===== config.mk =====
export PLATFORM = sky130hd
export DESIGN_NAME = mem_arbiter
export DESIGN_NICKNAME = d
export VERILOG_FILES = /design/src/rtl/mem_arbiter.sv
export SDC_FILE = /design/constraint.sdc
export NUM_CORES = 1
export LEC_CHECK = 0
export BUFFER_PORTS_ARGS = -buffer_cell sky130_fd_sc_hd__clkbuf_2
export CELL_PAD_IN_SITES_DETAIL_PLACEMENT = 1
export CELL_PAD_IN_SITES_GLOBAL_PLACEMENT = 2
export CORE_MARGIN = 3
export CORE_UTILIZATION = 26
export DETAILED_ROUTE_END_ITERATION = 8
export PLACE_DENSITY_LB_ADDON = 0.1
export SLEW_MARGIN = 5
export SYNTH_ARGS = -nofsm -noshare
export SYNTH_HDL_FRONTEND = slang
export SYNTH_SLANG_ARGS = --single-unit

===== constraint.sdc =====
create_clock -name clk -period 2 [get_ports clk]
set_input_delay 0.1 -clock clk [delete_from_list [all_inputs] [get_ports clk]]
set_output_delay 0.1 -clock clk [all_outputs]
set_load 0.005 [all_outputs]

===== src/rtl/mem_arbiter.sv =====
// mem_arbiter: single-port memory arbiter between fetch and load/store with fixed read latency.
// Optional ARB_PERF_CNT_EN builds the per-requester stall counters; otherwise those ports read 0.
module mem_arbiter #(
    parameter int XLEN     = 32,
    parameter int ADDRLEN  = 32,
    parameter int MEM_LAT  = 1,
    parameter int MAX_WAIT = 3
) (
    input  logic               clk,
    input  logic               reset,
    input  logic               if_req,
    input  logic [ADDRLEN-1:0] if_addr,
    input  logic               if_kill,
    output logic               if_gnt,
    output logic               if_rvalid,
    output logic [XLEN-1:0]    if_rdata,
    input  logic               ls_req,
    input  logic               ls_we,
    input  logic [ADDRLEN-1:0] ls_addr,
    input  logic [XLEN-1:0]    ls_wdata,
    output logic               ls_gnt,
    output logic               ls_rvalid,
    output logic [XLEN-1:0]    ls_rdata,
    output logic               mem_en,
    output logic               mem_we,
    output logic [ADDRLEN-1:0] mem_addr,
    output logic [XLEN-1:0]    mem_wdata,
    input  logic [XLEN-1:0]    mem_rdata,
    output logic               busy,
    output logic [31:0]        perf_if_stall,
    output logic [31:0]        perf_ls_stall
);
    localparam logic [1:0] IDLE = 2'd0;
    localparam logic [1:0] WAIT = 2'd1;
    localparam logic [1:0] RESP = 2'd2;

    logic [1:0]         state;
    logic [2:0]         lat_cnt;
    logic [3:0]         starve_cnt;
    logic               owner_if, owner_ls, kill_q, we_q;
    logic [ADDRLEN-1:0] addr_q;
    logic [XLEN-1:0]    wdata_q, data_q, if_hold, ls_hold;
    logic               idle, if_win, ls_win;

    assign idle      = (state == IDLE) && !reset;
    assign if_win    = idle && if_req && (!ls_req || starve_cnt == 4'(MAX_WAIT));
    assign ls_win    = idle && ls_req && !if_win;
    assign if_gnt    = if_win;
    assign ls_gnt    = ls_win;
    assign mem_en    = if_win || ls_win;
    assign mem_we    = ls_win && ls_we;
    assign mem_addr  = if_win ? if_addr : ls_win ? ls_addr : addr_q;
    assign mem_wdata = ls_win ? ls_wdata : wdata_q;
    assign busy      = state != IDLE;
    // A kill arriving in the response cycle itself must still suppress delivery
    assign if_rvalid = !reset && state == RESP && owner_if && !(kill_q || if_kill);
    assign ls_rvalid = !reset && state == RESP && owner_ls;
    assign if_rdata  = if_rvalid ? data_q : if_hold;
    assign ls_rdata  = ls_rvalid ? (we_q ? '0 : data_q) : ls_hold;

    always_ff @(posedge clk) begin
        if (reset) begin
            state      <= IDLE;
            lat_cnt    <= '0;
            starve_cnt <= '0;
            owner_if   <= 1'b0;
            owner_ls   <= 1'b0;
            kill_q     <= 1'b0;
            we_q       <= 1'b0;
            addr_q     <= '0;
            wdata_q    <= '0;
            data_q     <= '0;
            if_hold    <= '0;
            ls_hold    <= '0;
        end else begin
            addr_q     <= mem_addr;
            wdata_q    <= mem_wdata;
            starve_cnt <= (!if_req || if_win) ? '0 :
                          (ls_win && starve_cnt != 4'(MAX_WAIT)) ? starve_cnt + 4'd1 : starve_cnt;
            if (if_rvalid) if_hold <= data_q;
            if (ls_rvalid) ls_hold <= ls_rdata;
            case (state)
                IDLE: if (mem_en) begin
                    state    <= WAIT;
                    lat_cnt  <= 3'(MEM_LAT - 1);
                    owner_if <= if_win;
                    owner_ls <= ls_win;
                    we_q     <= mem_we;
                    kill_q   <= if_win && if_kill;
                end
                WAIT: begin
                    kill_q <= kill_q || (owner_if && if_kill);
                    if (lat_cnt == 3'd0) begin
                        state  <= RESP;
                        data_q <= mem_rdata;
                    end else begin
                        lat_cnt <= lat_cnt - 3'd1;
                    end
                end
                default: begin
                    state    <= IDLE;
                    owner_if <= 1'b0;
                    owner_ls <= 1'b0;
                    kill_q   <= 1'b0;
                end
            endcase
        end
    end

`ifdef ARB_PERF_CNT_EN
    always_ff @(posedge clk) begin
        if (reset) begin
            perf_if_stall <= '0;
            perf_ls_stall <= '0;
        end else begin
            if (if_req && !if_gnt) perf_if_stall <= perf_if_stall + 32'd1;
            if (ls_req && !ls_gnt) perf_ls_stall <= perf_ls_stall + 32'd1;
        end
    end
`else
    assign perf_if_stall = '0;
    assign perf_ls_stall = '0;
`endif
endmodule


======== Yosys cells after proc, flatten, opt, wreduce, memory -nomap -nowiden ========
Index checks and enable logic that the tools add are counted.
operators by class
  add/subtract/negate cells ............... 2
  reductions and logical operators ........ 33
  eq/ne operators ......................... 7
  bitwise operators ....................... 1
  multiplexer cells ....................... 18
operators by type and width
  cell                 number
  $mux 32              6
  $logic_and 1x1->1    13
  $reduce_and 2->1     4
  $mux 3               2
  $ne 2x2->1 const B   3
  $pmux 1 s2           3
  $pmux 3 s2           1
  $logic_not 1->1      5
  $logic_or 1x1->1     5
  $add 4x1->4 const B  1
  $eq 4x2->1 const B   1
  $mux 2               2
  $ne 4x2->1 const B   1
  $pmux 2 s2           1
  $reduce_bool 2->1    2
  $logic_not 3->1      1
  $mux 1               3
  $reduce_and 3->1     1
  $sub 3x1->3 const B  1
  $eq 2x1->1 const B   1
  $eq 2x2->1 const B   1
  $logic_not 2->1      1
  $reduce_or 2->1      1
  $not 1->1            1
word-level totals
  bits of input ports ..................... 134
  logic and storage cells ................. 73
  flip-flop bits (word level) ............. 173

======== Logic depth before layout (Yosys ltp) ========
  word-level depth ........................ 9
  gate-level depth with buffers ........... 7
  mapped depth without buffers ............ 5

======== Worst setup path after synthesis ========
Ideal clock, no wire load.
  path kind ............................... register -> register
  from .................................... register state[0]
  to ...................................... register addr_q[23]
  stages on the path, launching flop included .. 7
  clock period less this slack ............ 1.765 ns
  arrival ................................. 1.670 ns
  path slack .............................. 0.235 ns
  cells stage by stage .................... dfxtp_1 buf_6 or4b_4 buf_6 buf_1 mux2i_1 a221oi_1
on the way
  longest elaborated chain between the ends .. 8
  elaborated cells between the ends (all ways) .. 9
  classes of those cells .................. mux (2); reduce/logical (7)
ends and longest elaborated chain
  what                            line  source
  start, declared                 37    logic [1:0] state;
  start signal, assigned          63    state <= IDLE;
  start signal, assigned          84    state <= WAIT;
  start signal, assigned          94    state <= RESP;
  $logic_not 2->1 *               45    assign idle = (state == IDLE) && !reset;
  $logic_and 1x1->1 *             45
  $logic_and 1x1->1 (2 in a row)  46    assign if_win = idle && if_req && (!ls_req || starve_cnt == 4'(MAX_WAIT));
  $logic_not 1->1                 47    assign ls_win = idle && ls_req && !if_win;
  $logic_and 1x1->1               47
  $mux 32                         52    assign mem_addr = if_win ? if_addr : ls_win ? ls_addr : addr_q;
  $mux 32 *                       52
  end signal, assigned            76    addr_q <= mem_addr;
  end, declared                   41    logic [ADDRLEN-1:0] addr_q;
Mark *: on every way between the ends. The rest lies on a longest branch, timed or not.
A chain may end at the register's enable or synchronous reset.

======== Final worst setup path ========
  from .................................... register state[1]
  to ...................................... output port mem_addr[19]
on the way
  longest elaborated chain between the ends .. 8
  elaborated cells between the ends (all ways) .. 9
  classes of those cells .................. mux (2); reduce/logical (7)
ends and longest elaborated chain
  what                            line  source
  $logic_not 2->1 *               45
  $logic_and 1x1->1 *             45
  $logic_and 1x1->1 (2 in a row)  46
  $logic_not 1->1                 47
  $logic_and 1x1->1               47
  $mux 32                         52
  $mux 32 *                       52
  end, declared                   26    output logic [ADDRLEN-1:0] mem_addr,
Marked as above.

==> impl_metrics.ini <==
[drt]
drt_pass1_iterations = 5
wl_mm = 35.50
vias = 8863
post_drt_via_cell_ratio = 4.783
routedWlPerCell_um = 19.16
antenna_violating_nets_post_route = 0
detailedRoute.firstIterationViolations = 311
drc = 0

[clocking]
cts_buffers = 17
tritoncts_clock_tree = built
ctsHtreeMaxLevel = 4
deepest_clock_path_buffer_count = 2
sinks_on_the_clock_net = 173
clk-insertion-delay-late_ns = 0.44
clkSlewWorstSetupHoldPaths_ns = 0.07
root_buffer = sky130_fd_sc_hd__clkbuf_16

[floorplanning]
placement_rows = 64
floorplan.core_area_um2 = 30750
die_ar_um2 = 33510
die_y_um = 183.1
fp.dieW_um = 183.1
initial_utilization = 0.2651
pin_count = 333

[cells_and_area]
post_route_cells_drive_above_1_share = 0.4434
final_cell_mix = 239 x sky130_fd_sc_hd__clkbuf_2, 169 x sky130_fd_sc_hd__dfxtp_1, 144 x sky130_fd_sc_hd__nand2_1
area_delta_synth_final_pct = 72.63
most_common_library_cell_in_the_layout_ignoring_fill_and_taps = sky130_fd_sc_hd__clkbuf_2
diodes = 0
multiInputGateArea_um2 = 5275
fillCellCount = 3563
final_design_area_no_fill_um2 = 14070
num-nets-final = 1581
register_area_um2 = 3473

[critical_path]
timing.critical_path.slowest_cell_delay_ns = 0.67
worstPathCellList = or4b_4, buf_8, mux2i_1, mux2i_1, clkbuf_2
category_of_the_worst_setup_path_capture_point = output port
cp_data_required_time_ns = 1.90
crit_path_top_delay_cell = sky130_fd_sc_hd__or4b_4
cp.arrival_ns = 2.15
setup.worst_path.start_class = register
path_class = reg2out
timing.critical_path.mode_cell = sky130_fd_sc_hd__mux2i_1
worstPathMaxFanout = 8

[grt]
grt_first_pass_wirelength_mm = 52.44
grt_antenna_before_repair = 1
grt_overflow_total = 0
grt_start_max_net_pins = 39
global_route.usage.total = 0.1995
vias_in_the_first_global_route = 8994

[placed_design]
portBuffers = 268
gp_congestion = 0.7532
post_placement_cell_area_um2 = 9935
dp.final_hpwl_mm = 19.94

[sta]
period_needed_ns = 2.250
final.period_utilization = 1.125
relSlewSlack = 0.6484
setup_tns_ns = -16.69
grt_setup_unrepaired = yes
report.final.setup_viol = 132
final-hold-violation-count = 0
layout_skew_ns = 0.02186
final_critical_path_setup_slack_ns = -0.2499
maxClockFrequency_mhz = 444.5
final_max_slew_viol_count = 0
min_hold_slack_ns = 0.02887
max_slew.worst_pin.slew_ns = 0.5257

[status]
run_status = finished with violations
failed_checks = setup timing

[synthesis]
synthesized_area_per_cell_um2 = 8.031
post_synthesis_instance_area_um2 = 8152
ys.warnings.count = 0
synth_enable_flop_cells = 0
postSynthCellCount = 1015
synth.ff_latch_count = 173
post_synth_cell_types = 42
yosysSeqAreaShare = 0.4249
ys.flop_type = sky130_fd_sc_hd__dfxtp_1
synth_async_sr_flop_share = 0

[pwr]
power.density_nw_per_um2 = 609.2
pwr-share-seq = 0.422
worst_ir_drop_vdd_mv = 0.5092
p_sw_frac = 0.2965
power.net_switching_w = 0.002542
pwr-share-clk = 0.398
power.total_w = 0.008572
p_leak_nw = 6.395
power.internal_w = 0.006030
part_of_the_total_power_dissipated_in_combinational_logic = 0.180

[run]
max_cap_viol_count = 0

[hold_path]
worstHoldPathType = in2reg
per-layer routing:
metal,vias to the layer above,global-route usage,part of all wire
li1,4286,-,-
met2,228,0.3327,0.48
met3,16,0.03927,0.045
met1,4331,0.2718,0.46
met5,-,0,0.00056
met4,2,0.03656,0.0073
metrics by stage:
stage,worst slack (ns),utilization,instances
floorplan,0.2350,-,1078
global placement,0.09067,0.3231,1639
detailed placement,0.09023,0.3231,1639
CTS,-0.2380,0.4247,1830
global route,-0.3443,0.4576,1853
finish,-0.2499,0.4576,1853
worst max-delay path, delay by kind of cell (launching register included):
family                 cells  cell delay, ns
multiplexers               2            0.35
flip-flops                 1            0.37
buffers and inverters      2            0.33
AND/OR/NAND/NOR            1            0.67
cell usage after synthesis (2+ instances only):
cell | instances | share of area
sky130_fd_sc_hd__ha_1 | 3 | 0.0046
sky130_fd_sc_hd__nand3_1 | 76 | 0.047
sky130_fd_sc_hd__nor2_1 | 4 | 0.0018
sky130_fd_sc_hd__nor3b_1 | 3 | 0.0028
sky130_fd_sc_hd__dfxtp_1 | 173 | 0.42
sky130_fd_sc_hd__or3b_1 | 2 | 0.0021
sky130_fd_sc_hd__nor2b_1 | 3 | 0.0023
sky130_fd_sc_hd__buf_6 | 2 | 0.0028
sky130_fd_sc_hd__o211ai_1 | 24 | 0.022
sky130_fd_sc_hd__buf_4 | 64 | 0.059
sky130_fd_sc_hd__mux2i_1 | 48 | 0.059
sky130_fd_sc_hd__a221oi_1 | 28 | 0.030
sky130_fd_sc_hd__clkbuf_1 | 62 | 0.029
sky130_fd_sc_hd__buf_2 | 15 | 0.0092
sky130_fd_sc_hd__or3b_2 | 33 | 0.035
sky130_fd_sc_hd__o21ai_0 | 71 | 0.044
sky130_fd_sc_hd__o2111ai_1 | 2 | 0.0021
sky130_fd_sc_hd__o311ai_0 | 2 | 0.0021
sky130_fd_sc_hd__a21oi_1 | 134 | 0.082
sky130_fd_sc_hd__nand2_1 | 196 | 0.090
sky130_fd_sc_hd__nand2b_1 | 2 | 0.0015
sky130_fd_sc_hd__inv_1 | 43 | 0.020
sky130_fd_sc_hd__or3_1 | 4 | 0.0031
sky130_fd_sc_hd__nand4bb_1 | 3 | 0.0041
worst paths after layout:
path / start / end / slack [ns] / cells past startpoint
setup / recovery: state[1] / mem_addr[19] / -0.25 / 5
hold / removal: if_addr[26] / addr_q[26] / 0.03 / 3
setup reg to reg: state[1] / starve_cnt[0] / -0.12 / 7
hold reg to reg: ls_hold[8] / ls_hold[8] / 0.46 / 2
power groups by stage:
stage | registers, W | clock network, W | logic (W)
after floorplan | 0.00367 | 0 | 0.000616
after global placement | 0.00368 | 0 | 0.00103
after global routing | 0.00363 | 0.00365 | 0.00168
after detailed placement | 0.00369 | 0 | 0.00103
final | 0.00362 | 0.00341 | 0.00155
after CTS | 0.00361 | 0.00350 | 0.00143
final cells by class:
type | instances | area share
clock inverters | 14 | 0.01049
well taps | 396 | 0.03521
repair buffers | 489 | 0.2895
multi-input cells | 719 | 0.3749
flip-flops and latches | 173 | 0.2468
clock buffers | 18 | 0.03121
inverters | 44 | 0.01191
cells by family (layout without fill, tap and decap cells):
logic type / count (synthesis) / after routing / share of synthesized area
simple gates: 336 / 338 / 0.2035
compound gates: 266 / 266 / 0.1874
buf+inv: 188 / 565 / 0.1202
flops: 173 / 173 / 0.4249
mux: 48 / 48 / 0.05894
fa+ha+maj: 3 / 3 / 0.004605
other cells: 1 / 64 / 0.0004600
state kept, by name, summed over array words and instances, names as in the netlist:
signal      count
owner_if        1
owner_ls        1
state           2
wdata_q        32
addr_q         32
if_hold        32
lat_cnt         3
kill_q          1
starve_cnt      4
ls_hold        32
we_q            1
data_q         32
repair_timing:
action,in CTS,in global routing
resized for setup,248,208
buffers inserted,35,29
gates cloned,22,3
pin swaps,89,67
endpoints found under the hold margin,98,0
hold buffers,102,0
endpoints found under the setup margin,132,152
(Power assumes the default switching activity.)
